$ cat src/rtl/mips_pkg.sv
// Shared MIPS pipeline constants and the IF/ID register payload type.
package mips_pkg;

  localparam logic [31:0] NOP_INSTR = 32'h0000_0000;
  localparam int          RS_MSB    = 25;
  localparam int          RS_LSB    = 21;
  localparam int          RT_MSB    = 20;
  localparam int          RT_LSB    = 16;
  localparam logic [31:0] PC_INC    = 32'd4;

  typedef struct packed {
    logic [31:0] instr;
    logic [31:0] pc4;
    logic        valid;
  } ifid_t;

endpackage

$ cat src/rtl/fetch_stage_if.sv
// Fetch-stage bundle: hazard/decode controls in, imem address and IF/ID contents out.
interface fetch_stage_if #(
  parameter int CNT_W = 32
);

  logic             stall;
  logic             redirect;
  logic [31:0]      redirect_pc;
  logic [31:0]      imem_addr;
  logic [31:0]      imem_data;
  logic [31:0]      ifid_instr;
  logic [31:0]      ifid_pc4;
  logic             ifid_valid;
  logic [4:0]       ifid_rs;
  logic [4:0]       ifid_rt;
  logic [CNT_W-1:0] stall_count;
  logic [CNT_W-1:0] flush_count;

  modport master (
    input  stall, redirect, redirect_pc, imem_data,
    output imem_addr, ifid_instr, ifid_pc4, ifid_valid, ifid_rs, ifid_rt,
           stall_count, flush_count
  );

  modport slave (
    output stall, redirect, redirect_pc, imem_data,
    input  imem_addr, ifid_instr, ifid_pc4, ifid_valid, ifid_rs, ifid_rt,
           stall_count, flush_count
  );

endinterface

$ cat src/rtl/fetch_stage_ifid_register.sv
// IF/ID pipeline register; clear (flush to bubble) wins over hold (stall).
module ifid_register
  import mips_pkg::*;
(
  input  logic  clk,
  input  logic  rst,
  input  logic  i_hold,
  input  logic  i_clear,
  input  ifid_t i_d,
  output ifid_t o_q
);

  ifid_t r_q;

  always_ff @(posedge clk or posedge rst) begin
    if (rst) begin
      r_q <= '{instr: NOP_INSTR, pc4: 32'd0, valid: 1'b0};
    end else if (i_clear) begin
      r_q <= '{instr: NOP_INSTR, pc4: 32'd0, valid: 1'b0};
    end else if (!i_hold) begin
      r_q <= i_d;
    end
  end

  assign o_q = r_q;

endmodule

$ cat src/rtl/fetch_stage.sv
// Instruction fetch: program counter, IF/ID load with stall/flush, and event counters.
module fetch_stage
  import mips_pkg::*;
#(
  parameter logic [31:0] RESET_PC = 32'h0000_0000,
  parameter int          CNT_W    = 32
) (
  input  logic           clk,
  input  logic           rst,
  fetch_stage_if.master  bus
);

  localparam logic [CNT_W-1:0] CNT_ONE = {{(CNT_W-1){1'b0}}, 1'b1};

  logic [31:0]      r_pc;
  logic [CNT_W-1:0] r_stall_cnt;
  logic [CNT_W-1:0] r_flush_cnt;
  logic [31:0]      w_pc4;
  ifid_t            w_ifid_d;
  ifid_t            w_ifid_q;

  assign w_pc4    = r_pc + PC_INC;
  assign w_ifid_d = '{instr: bus.imem_data, pc4: w_pc4, valid: 1'b1};

  always_ff @(posedge clk or posedge rst) begin
    if (rst) begin
      r_pc <= RESET_PC;
    end else if (bus.redirect) begin
      r_pc <= bus.redirect_pc;
    end else if (!bus.stall) begin
      r_pc <= w_pc4;
    end
  end

  // A stall that coincides with a redirect is not a stall cycle.
  always_ff @(posedge clk or posedge rst) begin
    if (rst) begin
      r_stall_cnt <= '0;
      r_flush_cnt <= '0;
    end else if (bus.redirect) begin
      r_flush_cnt <= r_flush_cnt + CNT_ONE;
    end else if (bus.stall) begin
      r_stall_cnt <= r_stall_cnt + CNT_ONE;
    end
  end

  ifid_register u_ifid (
    .clk     (clk),
    .rst     (rst),
    .i_hold  (bus.stall),
    .i_clear (bus.redirect),
    .i_d     (w_ifid_d),
    .o_q     (w_ifid_q)
  );

  assign bus.imem_addr   = r_pc;
  assign bus.ifid_instr  = w_ifid_q.instr;
  assign bus.ifid_pc4    = w_ifid_q.pc4;
  assign bus.ifid_valid  = w_ifid_q.valid;
  assign bus.ifid_rs     = w_ifid_q.instr[RS_MSB:RS_LSB];
  assign bus.ifid_rt     = w_ifid_q.instr[RT_MSB:RT_LSB];
  assign bus.stall_count = r_stall_cnt;
  assign bus.flush_count = r_flush_cnt;

endmodule

$ cat src/flat_wrapper.sv
// flat-port wrapper written by rule: the top's interface ports become plain ports
module fetch_stage_flat import mips_pkg::*;
#(
  parameter logic [31:0] RESET_PC = 32'h0000_0000,
  parameter int          CNT_W    = 32
)
  (clk, rst, bus_stall, bus_redirect, bus_redirect_pc, bus_imem_data, bus_imem_addr, bus_ifid_instr, bus_ifid_pc4, bus_ifid_valid, bus_ifid_rs, bus_ifid_rt, bus_stall_count, bus_flush_count);
  fetch_stage_if #(.CNT_W(CNT_W)) bus_i ();
  input  logic clk;
  input  logic rst;
  input wire logic [$bits(bus_i.stall)-1:0] bus_stall;
  input wire logic [$bits(bus_i.redirect)-1:0] bus_redirect;
  input wire logic [$bits(bus_i.redirect_pc)-1:0] bus_redirect_pc;
  input wire logic [$bits(bus_i.imem_data)-1:0] bus_imem_data;
  output wire logic [$bits(bus_i.imem_addr)-1:0] bus_imem_addr;
  output wire logic [$bits(bus_i.ifid_instr)-1:0] bus_ifid_instr;
  output wire logic [$bits(bus_i.ifid_pc4)-1:0] bus_ifid_pc4;
  output wire logic [$bits(bus_i.ifid_valid)-1:0] bus_ifid_valid;
  output wire logic [$bits(bus_i.ifid_rs)-1:0] bus_ifid_rs;
  output wire logic [$bits(bus_i.ifid_rt)-1:0] bus_ifid_rt;
  output wire logic [$bits(bus_i.stall_count)-1:0] bus_stall_count;
  output wire logic [$bits(bus_i.flush_count)-1:0] bus_flush_count;
  assign bus_i.stall = bus_stall;
  assign bus_i.redirect = bus_redirect;
  assign bus_i.redirect_pc = bus_redirect_pc;
  assign bus_i.imem_data = bus_imem_data;
  assign bus_imem_addr = bus_i.imem_addr;
  assign bus_ifid_instr = bus_i.ifid_instr;
  assign bus_ifid_pc4 = bus_i.ifid_pc4;
  assign bus_ifid_valid = bus_i.ifid_valid;
  assign bus_ifid_rs = bus_i.ifid_rs;
  assign bus_ifid_rt = bus_i.ifid_rt;
  assign bus_stall_count = bus_i.stall_count;
  assign bus_flush_count = bus_i.flush_count;
  fetch_stage #(.RESET_PC(RESET_PC), .CNT_W(CNT_W)) u_core (.clk(clk), .rst(rst), .bus(bus_i));
endmodule
$ cat config.mk
export PLATFORM = sky130hd
export DESIGN_NAME = fetch_stage_flat
export DESIGN_NICKNAME = d
export VERILOG_FILES = /design/src/rtl/mips_pkg.sv /design/src/rtl/fetch_stage_if.sv /design/src/rtl/fetch_stage_ifid_register.sv /design/src/rtl/fetch_stage.sv /design/src/flat_wrapper.sv
export SDC_FILE = /design/constraint.sdc
export NUM_CORES = 1
export LEC_CHECK = 0
export ABC_CLOCK_PERIOD_IN_PS = 9200
export CAP_MARGIN = 20
export CORE_UTILIZATION = 30
export DETAILED_ROUTE_END_ITERATION = 10
export GPL_TIMING_DRIVEN = 0
export SLEW_MARGIN = 30
export SYNTH_ARGS = -nofsm -noshare
export SYNTH_HDL_FRONTEND = slang
export SYNTH_HIERARCHICAL = 1
export SYNTH_SLANG_ARGS = --single-unit
$ cat constraint.sdc
create_clock -name clk -period 9.2 [get_ports clk]
set_input_delay 2.76 -clock clk [delete_from_list [all_inputs] [get_ports clk]]
set_output_delay 2.76 -clock clk [all_outputs]
set_load 0.02 [all_outputs]
==> metrics.txt <==
Fill cells roughly 2500; Fmax 0.192 GHz; mapped cell area ~8000 sq um; # Max-Cap Violations 0; Synth area leader dfrtp_1; met3 Track Usage GR 0.0467; HP Class register to register; DP Cell Count ~1300; switching power 0.617 mW; Peak VDD IR about 0.1 mV; Die Wd approximately 160 microns; I/O Pins between 200 and 250; CTS buffer count 17; DRT Wirelength between 20000 and 25000 microns; nature of the critical path endpoint register; post-route ant nets 0; final worst slack 4.00 ns; crit path kind input pin to register; status complete, no violations; Port Buffers about 240; Comb power frac 0.214; Area Overhead vs Synth 43.8%; crit-path max cell delay roughly 0.75 ns; required time worst endpoint about 9.5 ns; Slew Viols, Final 0; warnings from Yosys 6; number of global-route vias before repair roughly 6500; cell internal pwr 1.40 mW; net count after synthesis approximately 820; CTS tree built; Post-synth EDFFs 0; Finish-stage setup viols 0; clk_lat worst skew about 0.42 ns; share of the synthesized area in the top cell type 0.506; initial core utilization 0.305; clock skew ~0.012 ns; synth top area cells dfrtp_1, xnor2_1, mux2i_1, nor2_1, nand4_1; synthesis-stage register bit count roughly 160; post-synthesis sequential area ratio 0.506; initial antenna violation count 2; Mapped Cells 751; met2 GRT Util 0.283; clk slew on worst S/H paths 0.07 ns; CTS hold repair buffers 0; overall routing resource usage 0.175; Worst Max-Slew Pin Slew 0.915 ns; Via-to-Cell Ratio 4.84; Worst Path Max Fanout 10; post-DP HPWL ~17000 microns; Setup WS pre-CTS approximately 3.6 ns; Clock Sinks ~160; startpoint types input pin; drt initial violations 427; post-DR wirelength/cell ~17 microns; power per cell area 176 nW/um^2; ys flop type dfrtp_1; crit path time final between 5 and 6 ns; GRT Max-Usage Layer met2; first-pass GRT wire length 36400 microns; Setup Fix Bufs, Post-CTS 0; Synth cell types 48; clk root buf clkbuf_16; fin nets ~1100; drt pass-1 iters 5; worst path cell trace clkdlybuf4s50_1 > nand4b_1 > or3_2 > clkbuf_1 > o311a_1 > a211o_1; H-tree Lvls 4; asr flop ratio synth 1.00; Flop pwr share 0.416; DR vias around 6600; largest net degree at the start of global routing 65; final worst path period share 0.565; # rows 59; Finished Layout Cells ~1400; Core ar. around 26000 sq um; max_slew headroom 0.384; setup TNS 0 ns; GPL Wtd Cong 0.820; drc violations 0; post_cts resized 0; clock share of power 0.370; die area 27200 sq um; grt ovf 0; switch share 0.305; Hold WS approximately 0.48 ns; Arr. time, crit path between 5 and 6 ns; Worst path slowest cell clkdlybuf4s50_1; met1 usage 0.225; maximum clock insertion buffer count 2; RSZ-0062 raised after global routing no; Leak between 4 and 5 nW; layout cells sized above 1 0.0822; post-synthesis area per instance 10.6 sq um; Die H 165 microns; Final Hold Fails 0
-- cell type report --
type	count	area [sq um]	share of cell area
clock inverter	13	163	0.0142
timing repair buffer	239	2420	0.211
inverter	7	33.8	0.00295
buffer	57	373	0.0326
antenna	2	5.00	0.000437
sequential	161	4030	0.352
clock buffer	19	453	0.0396
multi-input combinational	526	3550	0.310
tap	335	419	0.0366
-- state kept, by name (all words and copies together), names as in the netlist --
signal	flops
u_core/u_ifid/o_q	65
u_core/bus.stall_count	32
u_core/bus.flush_count	32
u_core/bus.imem_addr	32
-- worst paths after layout --
kind / startpoint / endpoint / slack (ns) / cells after the start
max: bus_stall / u_core/bus.imem_addr[17] / 4.00 / 6
min: u_core/bus.stall_count[31] / u_core/bus.stall_count[31] / 0.48 / 1
max reg2reg: u_core/bus.imem_addr[2] / u_core/u_ifid/o_q[31] / 6.50 / 8
min reg2reg: u_core/bus.stall_count[31] / u_core/bus.stall_count[31] / 0.48 / 1
max in group asynchronous: rst / u_core/bus.stall_count[1] / 5.74 / 3
min in group asynchronous: rst / u_core/bus.imem_addr[20] / 2.80 / 2
-- layout by cell type (no fill, tap or decap), types with 12 or more instances in the layout --
| cell | Yosys | final |
|---|---|---|
| a31oi_1 | 13 | 13 |
| and3_1 | 15 | 15 |
| and4_1 | 12 | 12 |
| buf_4 | 14 | 14 |
| clkbuf_1 | 24 | 24 |
| clkbuf_16 | 0 | 17 |
| clkdlybuf4s50_1 | 0 | 237 |
| dfrtp_1 | 161 | 161 |
| mux2i_1 | 66 | 66 |
| nand2_1 | 45 | 45 |
| nand3_1 | 32 | 32 |
| nand4_1 | 39 | 39 |
| nor2_1 | 98 | 98 |
| o21ai_0 | 17 | 17 |
| xnor2_1 | 80 | 80 |
| xor2_1 | 21 | 21 |
-- power groups by stage --
| stage | registers (mW) | logic, mW | clock network [mW] |
|---|---|---|---|
| 3_5_place_dp | 0.854 | 0.435 | 0 |
| 3_3_place_gp | 0.851 | 0.430 | 0 |
| 5_1_grt | 0.852 | 0.469 | 0.801 |
| 4_1_cts | 0.842 | 0.437 | 0.774 |
| 6_report | 0.840 | 0.433 | 0.747 |
| 2_1_floorplan | 0.908 | 0.156 | 0 |
-- cells by family after synthesis --
logic type,share of synthesized area
AND/OR/NAND/NOR,0.203
flip-flops,0.506
XOR/XNOR,0.111
multiplexers,0.0887
buffers and inverters,0.0501
AO/OA/AOI/OAI,0.0360
adder cells (fa/ha/maj),0.00472
other,0.000471
-- metrics by stage --
stage                util  power [mW]  area [sq um]
floorplan               -        1.06          7960
global placement    0.413        1.28         10800
detailed placement  0.415        1.29         10800
CTS                 0.439        2.05         11400
global route        0.439        2.12         11400
finish              0.439        2.02         11400
-- routing by layer --
| layer | routed length [microns] | vias to the layer above | share of wire |
|---|---|---|---|
| met5 | 0 | - | 0 |
| met4 | 359 | 0 | 0.015 |
| met3 | 1820 | 24 | 0.077 |
| met2 | 11000 | 230 | 0.47 |
| met1 | 10500 | 3182 | 0.44 |
| li1 | - | 3138 | - |
-- worst max-delay path, delay by kind of cell --
kind / cells / cell delay, ns
AND/OR/NAND/NOR: 2 / 1.13
buffers and inverters: 2 / 1.00
AO/OA/AOI/OAI: 2 / 0.61
-- Yosys cell counts, drive strengths merged, types with 3 or more instances --
cell type  count
a31oi         13
and2           8
and3          15
and4          13
buf           33
clkbuf        24
dfrtp        161
ha             3
inv            7
mux2           4
mux2i         66
nand2         45
nand3         32
nand4         41
nand4b         5
nor2          98
nor3          11
nor4           6
o21ai         17
o31ai          6
or2            4
or3            8
or4            9
xnor2         80
xor2          21
Power figures use the tool's default switching activity.
